File: src/rtl/mips_sim_ctrl.sv
// Run controller for CPU simulation benches: sequences CPU reset, detects halt by a stalled PC,
// enforces a cycle timeout and folds register-file/data-memory writes into a trace signature.
module mips_sim_ctrl #(
    parameter int unsigned RST_CYCLES  = 4,
    parameter int unsigned STALL_LIMIT = 16,
    parameter int unsigned TIMEOUT     = 100000,
    parameter int unsigned CNT_W       = 32,
    parameter int unsigned PC_W        = 32
) (
    input  logic             clk,
    input  logic             reset,
    input  logic [PC_W-1:0]  pc,
    input  logic             grf_we,
    input  logic [4:0]       grf_addr,
    input  logic [31:0]      grf_wdata,
    input  logic             dm_we,
    input  logic [31:0]      dm_addr,
    input  logic [31:0]      dm_wdata,
    output logic             cpu_reset,
    output logic             running,
    output logic             done,
    output logic             timed_out,
    output logic [CNT_W-1:0] cycle_count,
    output logic [CNT_W-1:0] event_count,
    output logic [31:0]      signature
);

    typedef enum logic [1:0] {StHold, StRun, StHalted, StTimeout} state_e;

    state_e           state;
    logic [CNT_W-1:0] hold_cnt;
    logic [CNT_W-1:0] same_cnt;
    logic [PC_W-1:0]  pc_q;

    logic             g_ev;
    logic             d_ev;
    logic             pc_same;
    logic             halt;
    logic             tmo;
    logic [31:0]      sig_g;
    logic [31:0]      sig_next;
    logic [CNT_W-1:0] ev_inc;

    always_comb begin
        g_ev     = grf_we && (grf_addr != 5'd0);
        d_ev     = dm_we;
        // A same-cycle register write is folded in before the memory write.
        sig_g    = g_ev ? ({signature[30:0], signature[31]} ^ grf_wdata ^ {27'b0, grf_addr})
                        : signature;
        sig_next = d_ev ? ({sig_g[30:0], sig_g[31]} ^ dm_wdata ^ dm_addr) : sig_g;
        ev_inc   = CNT_W'(g_ev) + CNT_W'(d_ev);
        pc_same  = (pc == pc_q);
        halt     = pc_same && (same_cnt == CNT_W'(STALL_LIMIT - 1));
        tmo      = (cycle_count == CNT_W'(TIMEOUT - 1)) && !halt;
    end

    always_ff @(posedge clk) begin
        if (reset) begin
            state       <= StHold;
            hold_cnt    <= '0;
            same_cnt    <= '0;
            pc_q        <= '0;
            cpu_reset   <= 1'b1;
            running     <= 1'b0;
            done        <= 1'b0;
            timed_out   <= 1'b0;
            cycle_count <= '0;
            event_count <= '0;
            signature   <= '0;
        end else begin
            case (state)
                StHold: begin
                    hold_cnt <= hold_cnt + 1'b1;
                    if (hold_cnt == CNT_W'(RST_CYCLES - 1)) begin
                        state     <= StRun;
                        cpu_reset <= 1'b0;
                        running   <= 1'b1;
                        pc_q      <= pc;
                        same_cnt  <= '0;
                    end
                end
                StRun: begin
                    cycle_count <= cycle_count + 1'b1;
                    pc_q        <= pc;
                    same_cnt    <= pc_same ? same_cnt + 1'b1 : '0;
                    event_count <= event_count + ev_inc;
                    signature   <= sig_next;
                    // Halt takes priority when both end conditions land on one edge.
                    if (halt) begin
                        state   <= StHalted;
                        done    <= 1'b1;
                        running <= 1'b0;
                    end else if (tmo) begin
                        state     <= StTimeout;
                        timed_out <= 1'b1;
                        running   <= 1'b0;
                    end
                end
                default: begin
                    state <= state;
                end
            endcase
        end
    end

endmodule

File: config.mk
export PLATFORM = sky130hd
export DESIGN_NAME = mips_sim_ctrl
export DESIGN_NICKNAME = d
export VERILOG_FILES = /design/src/rtl/mips_sim_ctrl.sv
export SDC_FILE = /design/constraint.sdc
export NUM_CORES = 1
export LEC_CHECK = 0
export ABC_AREA = 1
export CORE_ASPECT_RATIO = 1.25
export CORE_UTILIZATION = 58
export DETAILED_ROUTE_END_ITERATION = 6
export PLACE_DENSITY = 0.95
export SYNTH_ARGS = -nofsm -noshare
export SYNTH_HDL_FRONTEND = slang
export SYNTH_SLANG_ARGS = --single-unit
File: constraint.sdc
create_clock -name clk -period 6.97 [get_ports clk]
set_input_delay 1.7425 -clock clk [delete_from_list [all_inputs] [get_ports clk]]
set_output_delay 1.7425 -clock clk [all_outputs]
set_load 0.03 [all_outputs]
==> flow_metrics.tcl, run 1 <==
set metrics [dict create \
    status "finished clean" \
    power.density_nw_per_um2 178 \
    synth_top_area_share_pct 31.6 \
    fmax_mhz 216 \
    start_util_pct 59.7 \
    leakagePower_nw 6.25 \
    grt_pass1_vias 13400 \
    dr.pass1.iters 6 \
    syn_avg_cell_area_um2 6.13 \
    yosysMostFrequentCell "nand2_1" \
    clock_latency_ps 440 \
    period_share_pct 66.5 \
    yosysWarnings 0 \
    synth_seq_area_share_pct 31.6 \
    slew_viol_final 0 \
    critPathLaunchType "primary input" \
    die-area_um2 22200 \
    grt_pass1_wl_um 61600 \
    cts_made_buffers 17 \
    cts-root-buf "clkbuf_16" \
    dieWidth_um 134 \
    yosys-top-cells-count "nand2_1 (618), inv_1 (303), nor2_1 (216)" \
    cpLargestDelayFamily "buffers and inverters" \
    synth-seq-cells 198 \
    min_path_type "reg2reg" \
    routed_wl_um 38200 \
    max-vdd-ir-drop_v 0.000172 \
    maxCapViolations 0 \
    post_cts_buffers 0 \
    worst_pin_slew_ps 1060 \
    track_usage_pct 34.0 \
    die_y_um 167 \
    fin_tns_setup_ps 0 \
    path_buf_inv 3 \
    synth_area_um2 12600 \
    synth_cell_types 43 \
    finalPower_w 0.00277 \
    critPathKind "in2reg" \
    crit_chain "clkdlybuf4s50_1 -> nor3_1 -> nand2_1 -> nand2_2 -> buf_4 -> inv_1 -> fa_1 -> ha_1 -> nand2_2 -> nor3_2 -> nand3b_1 -> nor2_2 -> nand2_1 -> xor2_1 -> nor2_1" \
    vias_per_cell 5.51 \
    cp_max_fo 87 \
    async_flop_share_pct 0 \
    ff2ff_setup_slack_ps 4230 \
    gp_congestion 0.931 \
    clk_pin_slew_ps 80 \
    cts_hold_buf 0 \
    crit_arrival_ps 4950 \
    cts_sinks 198 \
    r2r_start "state[1]" \
    whs_path_depth 2 \
    ios 237 \
    cp-end-kind "flip-flop" \
    synth_edf_count 0 \
    synth_top_area_cell "dfxtp_1" \
    finClkSkew_ps 11.9 \
    htreeDepth 4 \
    grt_start_max_net_pins 89 \
    vias 14000 \
    postRouteAntennaNets 0 \
    slowest_delay_ps 600 \
    cts_resized 0 \
    syn_inst 2050 \
    antenna_cells 0 \
    max_slew_margin_pct 29.3 \
    port-buffer-count 236 \
    first_iter_violations 1029 \
    syn2layout_area_growth_pct 24.2 \
    wl_per_cell_um 15.0 \
    slowest_stage "buf_4" \
    synthFlopType "dfxtp_1" \
    hold_end "running" \
    synth_area_leaders "dfxtp_1 (32%), nand2_1 (18%), inv_1 (9.1%), nor2_1 (6.5%), xor2_1 (6.3%)" \
    syn_nets 2192 \
    ctsLongestPathBuffers 2 \
    worstPathRequired_ps 7280 \
    setup_viol_count_final 0 \
    dp_hpwl_um 28100 \
    rr_worst_depth 11 \
    holdCritStartpoint "running" \
    fin_crit_ps 4640 \
    r2r-end "same_cnt[18]" \
    final_hold_viol_count 0 \
    antenna_found_initial 0 \
    drc 0 \
    drive_above_1_share_pct 3.53 \
    num_rows 59 \
    core_area_um2 21000 \
    cts_tree "done" \
    grt_overflow 0 \
    layout.nets 2394 \
    rsz0062_at_grt "no" \
]
[worst min-delay path, stage by stage (launching register included)]
cell and delay, ps:
dfxtp_1 320, inv_1 60, a21oi_1 60
[report_power, final]
part           switching [W]  total (W)  internal [W]
Clock               0.000491   0.000976      0.000485
Combinational       0.000334   0.000559      0.000224
Sequential         0.0000525    0.00124       0.00119
Total               0.000878    0.00277       0.00189
[layout make-up]
| class | instances | area, um^2 |
|---|---|---|
| multi-input combinational | 1486 | 7150 |
| fill | 1662 | 5440 |
| sequential | 198 | 3960 |
| timing repair buffer | 243 | 2410 |
| inverter | 306 | 1150 |
| clock buffer | 18 | 439 |
| tap | 274 | 343 |
| clock inverter | 14 | 139 |
[state kept, by name, indices dropped and copies added (netlist names)]
name and cells:
cpu_reset 1, cycle_count 32, done 1, event_count 32, hold_cnt 32, pc_q 32
running 1, same_cnt 32, signature 32, state 2, timed_out 1
[cell families after synthesis]
kind of cell	Yosys count	synth area share, %
adder cells (fa/ha/maj)	5	0.558
buffers and inverters	366	11.5
flip-flops	198	31.6
AO/OA/AOI/OAI	277	12.2
AND/OR/NAND/NOR	1098	36.8
XOR/XNOR	106	7.39
[cells in the final DEF (no fill, tap or decap), drive strengths merged]
cell / Yosys / routed
or2: 2 / 2
nor3b: 4 / 4
clkinvlp: 0 / 3
xor2: 90 / 90
and2: 2 / 2
fa: 1 / 1
o21ai: 102 / 102
o21a: 6 / 6
nand2: 622 / 622
inv: 306 / 313
nand3b: 6 / 6
clkdlybuf4s50: 0 / 235
nor3: 72 / 72
buf: 30 / 8
nand2b: 1 / 1
a211oi: 3 / 3
a21oi: 133 / 133
and3: 1 / 1
nand3: 109 / 109
clkinv: 0 / 4
o211ai: 27 / 27
ha: 4 / 4
a21boi: 1 / 1
nor2: 226 / 226
clkbuf: 30 / 18
nand4: 44 / 44
a31oi: 3 / 3
nor4: 9 / 9
dfxtp: 198 / 198
a221oi: 1 / 1
xnor2: 16 / 16
o21bai: 1 / 1
[metrics by stage]
| step | util, % | cell area [um^2] | setup slack (ps) | std cells | hold slack, ps |
|---|---|---|---|---|---|
| after global placement | 71.4 | 15000 | 2070 | 2507 | 430 |
| final | 74.1 | 15600 | 2330 | 2539 | 476 |
| after floorplan | - | 12600 | 3240 | 2050 | 445 |
| after CTS | 74.1 | 15600 | 2380 | 2539 | 475 |
| after detailed placement | 71.4 | 15000 | 1930 | 2507 | 443 |
| after global routing | 74.1 | 15600 | 2160 | 2539 | 487 |
[layer usage]
layer	vias up	wire length (um)	track usage (%)
met4	0	1430	16.5
met3	117	3400	8.49
met5	-	0	0
met2	659	18900	61.4
li1	6878	-	-
met1	6340	14400	36.6
[worst max path at each step]
stage,start,to,slack [ps],depth (start not counted)
after floorplan,grf_addr[3],event_count[20],3240,14
after global placement,grf_addr[3],event_count[20],2070,15
after detailed placement,grf_addr[3],event_count[20],1930,15
after CTS,grf_addr[3],event_count[20],2380,15
after global routing,grf_addr[3],event_count[28],2160,17
final,grf_addr[3],event_count[20],2330,15
Power figures use the tool's default switching activity.
==> run 2: changes to the inputs <==
--- a/config.mk
+++ b/config.mk
@@ -7,9 +7,9 @@
 export LEC_CHECK = 0
 export ABC_AREA = 1
 export CORE_ASPECT_RATIO = 1.25
-export CORE_UTILIZATION = 58
+export CORE_UTILIZATION = 53
 export DETAILED_ROUTE_END_ITERATION = 6
-export PLACE_DENSITY = 0.95
+export PLACE_DENSITY = 0.92
 export SYNTH_ARGS = -nofsm -noshare
 export SYNTH_HDL_FRONTEND = slang
 export SYNTH_SLANG_ARGS = --single-unit
==> constraint.sdc (replaced) <==
create_clock -name clk -period 4.3 [get_ports clk]
set_input_delay 1.075 -clock clk [delete_from_list [all_inputs] [get_ports clk]]
set_output_delay 1.075 -clock clk [all_outputs]
set_load 0.03 [all_outputs]
==> run 2 against run 1 <==
Effect of this change: sequential share of layout area is 0.17 points lower; count of clock-buffer cells in the layout is 3 higher; clock skew is 2.9 ps lower; flip-flop and latch count stayed put; non-clock buffer count is 2 higher; combinational power is 62% higher; clock power is 83% higher; critical path type unchanged; critical endpoint is now event_count[28]; largest cell class unchanged; highest routed layer unchanged.
==> flow_metrics.tcl, run 2 (synthesized netlist as in run 1, its figures left out) <==
set metrics [dict create \
    status "finished clean" \
    cts_resized 0 \
    placed_cell_area_um2 15100 \
    setup_viol_count_final 0 \
    critPathKind "in2reg" \
    clock_latency_ps 440 \
    slowest_stage "clkdlybuf4s50_1" \
    fin_hold_ws_ps 447 \
    cts_sinks 198 \
    grt_start_max_net_pins 87 \
    cts-root-buf "clkbuf_16" \
    setup_slack_ps 897 \
    mostFrequentLayoutCells "nand2_1 (616), inv_1 (302), clkdlybuf4s50_1 (235)" \
    die_y_um 174 \
    crit_chain "clkdlybuf4s50_1 -> nor2_1 -> nand2_1 -> nand2_2 -> inv_1 -> fa_1 -> ha_1 -> nand2_2 -> nor3_2 -> nand3b_1 -> nor2_2 -> nand2_1 -> nor2_1 -> nand2_1 -> nand2_1 -> nor2_1" \
    min_path_type "reg2reg" \
    max-vdd-ir-drop_v 0.000269 \
    grt_overflow 0 \
    track_usage_pct 30.4 \
    cp_max_fo 6 \
    cts_tree "done" \
    layout.nets 2396 \
    holdCritStartpoint "cpu_reset" \
    num_rows 62 \
    crit_arrival_ps 3740 \
    postRouteAntennaNets 0 \
    maxCapViolations 0 \
    final_common_cell "nand2_1" \
    use_met1_pct 31.9 \
    grt_pass1_wl_um 60100 \
    max_slew_margin_pct 26.2 \
    rsz0062_at_grt "no" \
    cpLargestDelayFamily "simple AND/OR/NAND/NOR gates" \
    port-buffer-count 236 \
    grt_pass1_vias 13000 \
    worst_pin_slew_ps 1110 \
    drc 0 \
    htreeDepth 4 \
    fmax_mhz 294 \
    first_iter_violations 801 \
    slew_viol_final 0 \
    met3_usage_pct 6.23 \
    gp_congestion 0.955 \
    period_share_pct 79.1 \
    power.density_nw_per_um2 299 \
    path_buf_inv 2 \
    die-area_um2 24300 \
    dieWidth_um 140 \
    cp-end-kind "flip-flop" \
    grt_most_used_layer "met2" \
    wl_per_cell_um 14.5 \
    clk_pin_slew_ps 70 \
    vias_per_cell 5.38 \
    rr_worst_depth 9 \
    vias 13700 \
    antenna_found_initial 0 \
    dr.pass1.iters 6 \
    crit_top_cell "nand2_1" \
    design_area_um2 15700 \
    whs_path_depth 2 \
    fin_util_pct 67.9 \
    ios 237 \
    fin_tns_setup_ps 0 \
    hold_end "cpu_reset" \
    slowest_delay_ps 490 \
    dp_hpwl_um 27800 \
    post_cts_buffers 0 \
    ctsLongestPathBuffers 2 \
    pre_cts_ws_ps 457 \
    worstPathRequired_ps 4640 \
    critPathLaunchType "primary input" \
    routed_wl_um 37100 \
    fin_crit_ps 3400 \
    start_util_pct 54.3 \
    ff2ff_setup_slack_ps 1730 \
    final_hold_viol_count 0 \
    cts_made_buffers 17 \
    drive_above_1_share_pct 3.49 \
    cts_hold_buf 0 \
    antenna_cells 0 \
    r2r_start "hold_cnt[17]" \
    core_area_um2 23100 \
    use_met2_pct 56.3 \
    syn2layout_area_growth_pct 25.1 \
    r2r-end "pc_q[9]" \
    leakagePower_nw 6.30 \
    fill_cells 1943 \
    finClkSkew_ps 9.02 \
]
## run 2: changes by cell type in the layout (fill, tap and decap cells not counted), sizes merged
cell      previous run  this run
buf                  8        10
inv                313       309
bufinv               0         5
clkinv               4         1
clkinvlp             3         1
clkbuf              18        21
## run 2: worst max path at each step
stage,from,to,slack (ps),cells past startpoint
after floorplan,grf_addr[3],event_count[20],1240,14
after global placement,grf_addr[1],event_count[28],590,16
after detailed placement,grf_addr[1],event_count[28],460,16
after CTS,grf_addr[0],event_count[28],890,16
after global routing,grf_addr[1],event_count[28],670,16
final,grf_addr[1],event_count[28],900,16
## run 2: per-layer routing
| metal | share of wire [%] | up-vias |
|---|---|---|
| met5 | 0 | - |
| met4 | 4.7 | 0 |
| met3 | 6.7 | 118 |
| met2 | 49 | 511 |
| met1 | 39 | 6217 |
| li1 | - | 6890 |
## run 2: power by group
part	switching, W	internal [W]
combinational	0.000541	0.000364
sequential	0.0000806	0.00192
clock	0.000718	0.00107
## run 2: worst register-to-register path: stages, from the launching register on
cell	delay (ps)
dfxtp_1	360
nor2_1	120
nor3b_1	420
nand2_1	90
nor2_1	100
nand2_1	90
nand2_2	410
buf_4	610
o21ai_1	170
a21oi_2	130
## run 2: metrics by stage
step	power (W)	cells
6_report	0.00469	2554
3_5_place_dp	0.00294	2523
2_1_floorplan	0.00262	2050
5_1_grt	0.00490	2554
4_1_cts	0.00471	2554
3_3_place_gp	0.00290	2523
## run 2: final cells by class
| cell class | count | area [um^2] | area share, % |
|---|---|---|---|
| tap | 288 | 360 | 2.29 |
| multi-input combinational | 1486 | 7150 | 45.6 |
| inverter | 306 | 1150 | 7.31 |
| clock buffer | 21 | 460 | 2.93 |
| timing repair buffer | 245 | 2430 | 15.5 |
| clock inverter | 10 | 191 | 1.22 |
| sequential | 198 | 3960 | 25.2 |
==> run 3: changes to the inputs <==
--- a/config.mk
+++ b/config.mk
@@ -7,9 +7,9 @@
 export LEC_CHECK = 0
 export ABC_AREA = 1
 export CORE_ASPECT_RATIO = 1.25
-export CORE_UTILIZATION = 53
+export CORE_UTILIZATION = 48
 export DETAILED_ROUTE_END_ITERATION = 6
-export PLACE_DENSITY = 0.92
+export PLACE_DENSITY = 0.88
 export SYNTH_ARGS = -nofsm -noshare
 export SYNTH_HDL_FRONTEND = slang
 export SYNTH_SLANG_ARGS = --single-unit
==> constraint.sdc (replaced) <==
create_clock -name clk -period 2.75 [get_ports clk]
set_input_delay 0.6875 -clock clk [delete_from_list [all_inputs] [get_ports clk]]
set_output_delay 0.6875 -clock clk [all_outputs]
set_load 0.03 [all_outputs]
==> run 3 against run 2 <==
Effect of this change: the flow now finishes with violations (negative setup slack); combinational power increased by 60%; critical endpoint is now event_count[20]; largest power group unchanged; first-iteration DRC count increased by 23%; register-to-register slack lost 1400 ps; highest routed layer unchanged; cell count up 2.9%; worst hold slack improved by 14 ps.
==> flow_metrics.tcl, run 3 (synthesized netlist as in run 1, its figures left out) <==
set metrics [dict create \
    grt_pass1_vias 13400 \
    pre_cts_ws_ps -510 \
    fmax_mhz 358 \
    track_usage_pct 27.9 \
    grt_start_max_net_pins 103 \
    dieWidth_um 147 \
    antenna_found_initial 0 \
    crit_arrival_ps 3100 \
    vias_per_cell 5.30 \
    path_buf_inv 3 \
    vias 13900 \
    worst_pin_slew_ps 763 \
    final_hold_viol_count 0 \
    mostFrequentLayoutCells "nand2_1 (616), inv_1 (301), clkdlybuf4s50_1 (233)" \
    use_met1_pct 30.8 \
    die_y_um 183 \
    port-buffer-count 236 \
    critPathKind "in2reg" \
    max-vdd-ir-drop_v 0.000467 \
    ios 237 \
    dp_hpwl_um 28000 \
    wl_per_cell_um 14.4 \
    cts_hold_buf 0 \
    layout.nets 2421 \
    slew_viol_final 0 \
    core_area_um2 25500 \
    cpLargestDelayFamily "simple AND/OR/NAND/NOR gates" \
    clk_pin_slew_ps 70 \
    gp_congestion 0.919 \
    multi_input_area_um2 7190 \
    routed_wl_um 37700 \
    htreeDepth 4 \
    first_iter_violations 989 \
    clock_latency_ps 440 \
    placedCellCount 2593 \
    num_rows 65 \
    cp_max_fo 3 \
    period_share_pct 102 \
    rsz0062_at_grt "yes" \
    fin_hold_ws_ps 461 \
    final_common_cell "nand2_1" \
    drive_above_1_share_pct 4.89 \
    fill_cells 2228 \
    power.density_nw_per_um2 458 \
    cp-end-kind "flip-flop" \
    slowest_stage "clkdlybuf4s50_1" \
    violations "negative setup slack" \
    leakagePower_nw 6.47 \
    grt_overflow 0 \
    drc 0 \
    critPathLaunchType "primary input" \
    dr.pass1.iters 6 \
    finClkSkew_ps 14.5 \
    min_path_type "reg2reg" \
    grt_most_used_layer "met2" \
    cts_made_buffers 17 \
    layout.cells.non_filler 2627 \
    crit_top_cell "nand2_1" \
    rr_worst_depth 10 \
    postRouteAntennaNets 0 \
    seqCellArea_um2 3960 \
    slowest_delay_ps 470 \
    maxCapViolations 0 \
    cts-root-buf "clkbuf_16" \
    cts_sinks 198 \
    whs_path_depth 2 \
    use_met2_pct 51.0 \
    start_util_pct 49.3 \
    met3_usage_pct 4.48 \
    antenna_cells 0 \
    setup_viol_count_final 1 \
    worstPathRequired_ps 3060 \
    cts_tree "done" \
    ctsLongestPathBuffers 2 \
    status "complete, but fails checks" \
    grt_pass1_wl_um 61700 \
    die-area_um2 26800 \
    cp.depth 15 \
    setup_slack_ps -44.7 \
    fin_crit_ps 2790 \
    syn2layout_area_growth_pct 27.6 \
    max_slew_margin_pct 49.1 \
    crit_chain "clkdlybuf4s50_1 -> nor3_2 -> nand2_1 -> nand2_2 -> inv_2 -> fa_2 -> ha_4 -> nand2_4 -> nor3_4 -> nand3b_1 -> nor2_4 -> buf_6 -> nand2_1 -> xor2_1 -> nor2_1" \
    fin_util_pct 62.9 \
]
-- run 3: final timing paths --
check	start	to	slack (ps)
worst min register to register	running	running	460
worst max-delay path	grf_addr[3]	event_count[20]	-40
worst max register to register	state[1]	same_cnt[0]	350
worst min-delay path	running	running	460
-- run 3: timing repair --
action | in CTS | in global routing
setup buffers | 0 | 2
pin swaps | 0 | 4
gates resized for setup | 2 | 10
endpoints found under the setup margin | 2 | 6
hold endpoints to repair | 0 | 0
-- run 3: worst reg2reg max path: stages, from the launching register on --
cell,delay [ps]
dfxtp_1,390
nor2_4,250
nand2_1,130
nor2_2,120
nand3_1,70
nor2_1,100
nand2_1,120
nand2_2,320
inv_1,430
o21ai_0,280
a21oi_1,70
-- run 3: power by group --
part           switching, W  internal [W]
registers          0.000130       0.00301
clock network       0.00116       0.00159
logic              0.000849      0.000602
total               0.00214       0.00520
-- run 3: per-stage QoR --
stage          instance area (um^2)  power, W  setup TNS, ps
5_1_grt                       16000   0.00765           -284
2_1_floorplan                 12600   0.00410              0
4_1_cts                       16000   0.00736              0
6_report                      16000   0.00733          -44.7
3_3_place_gp                  15300   0.00456          -4730
3_5_place_dp                  15300   0.00462          -9750
-- run 3: layout make-up --
class                      count  area share (%)
multi-input combinational   1486            44.9
sequential                   198            24.7
timing repair buffer         270            16.5
inverter                     306            7.17
clock buffer                  19            2.83
tap                          335            2.62
clock inverter                13            1.20
-- run 3: routing by layer --
metal	vias to the layer above	share of wire (%)
met4	0	4.2
li1	6940	-
met5	-	0
met1	6352	39
met2	526	50
met3	105	6.6
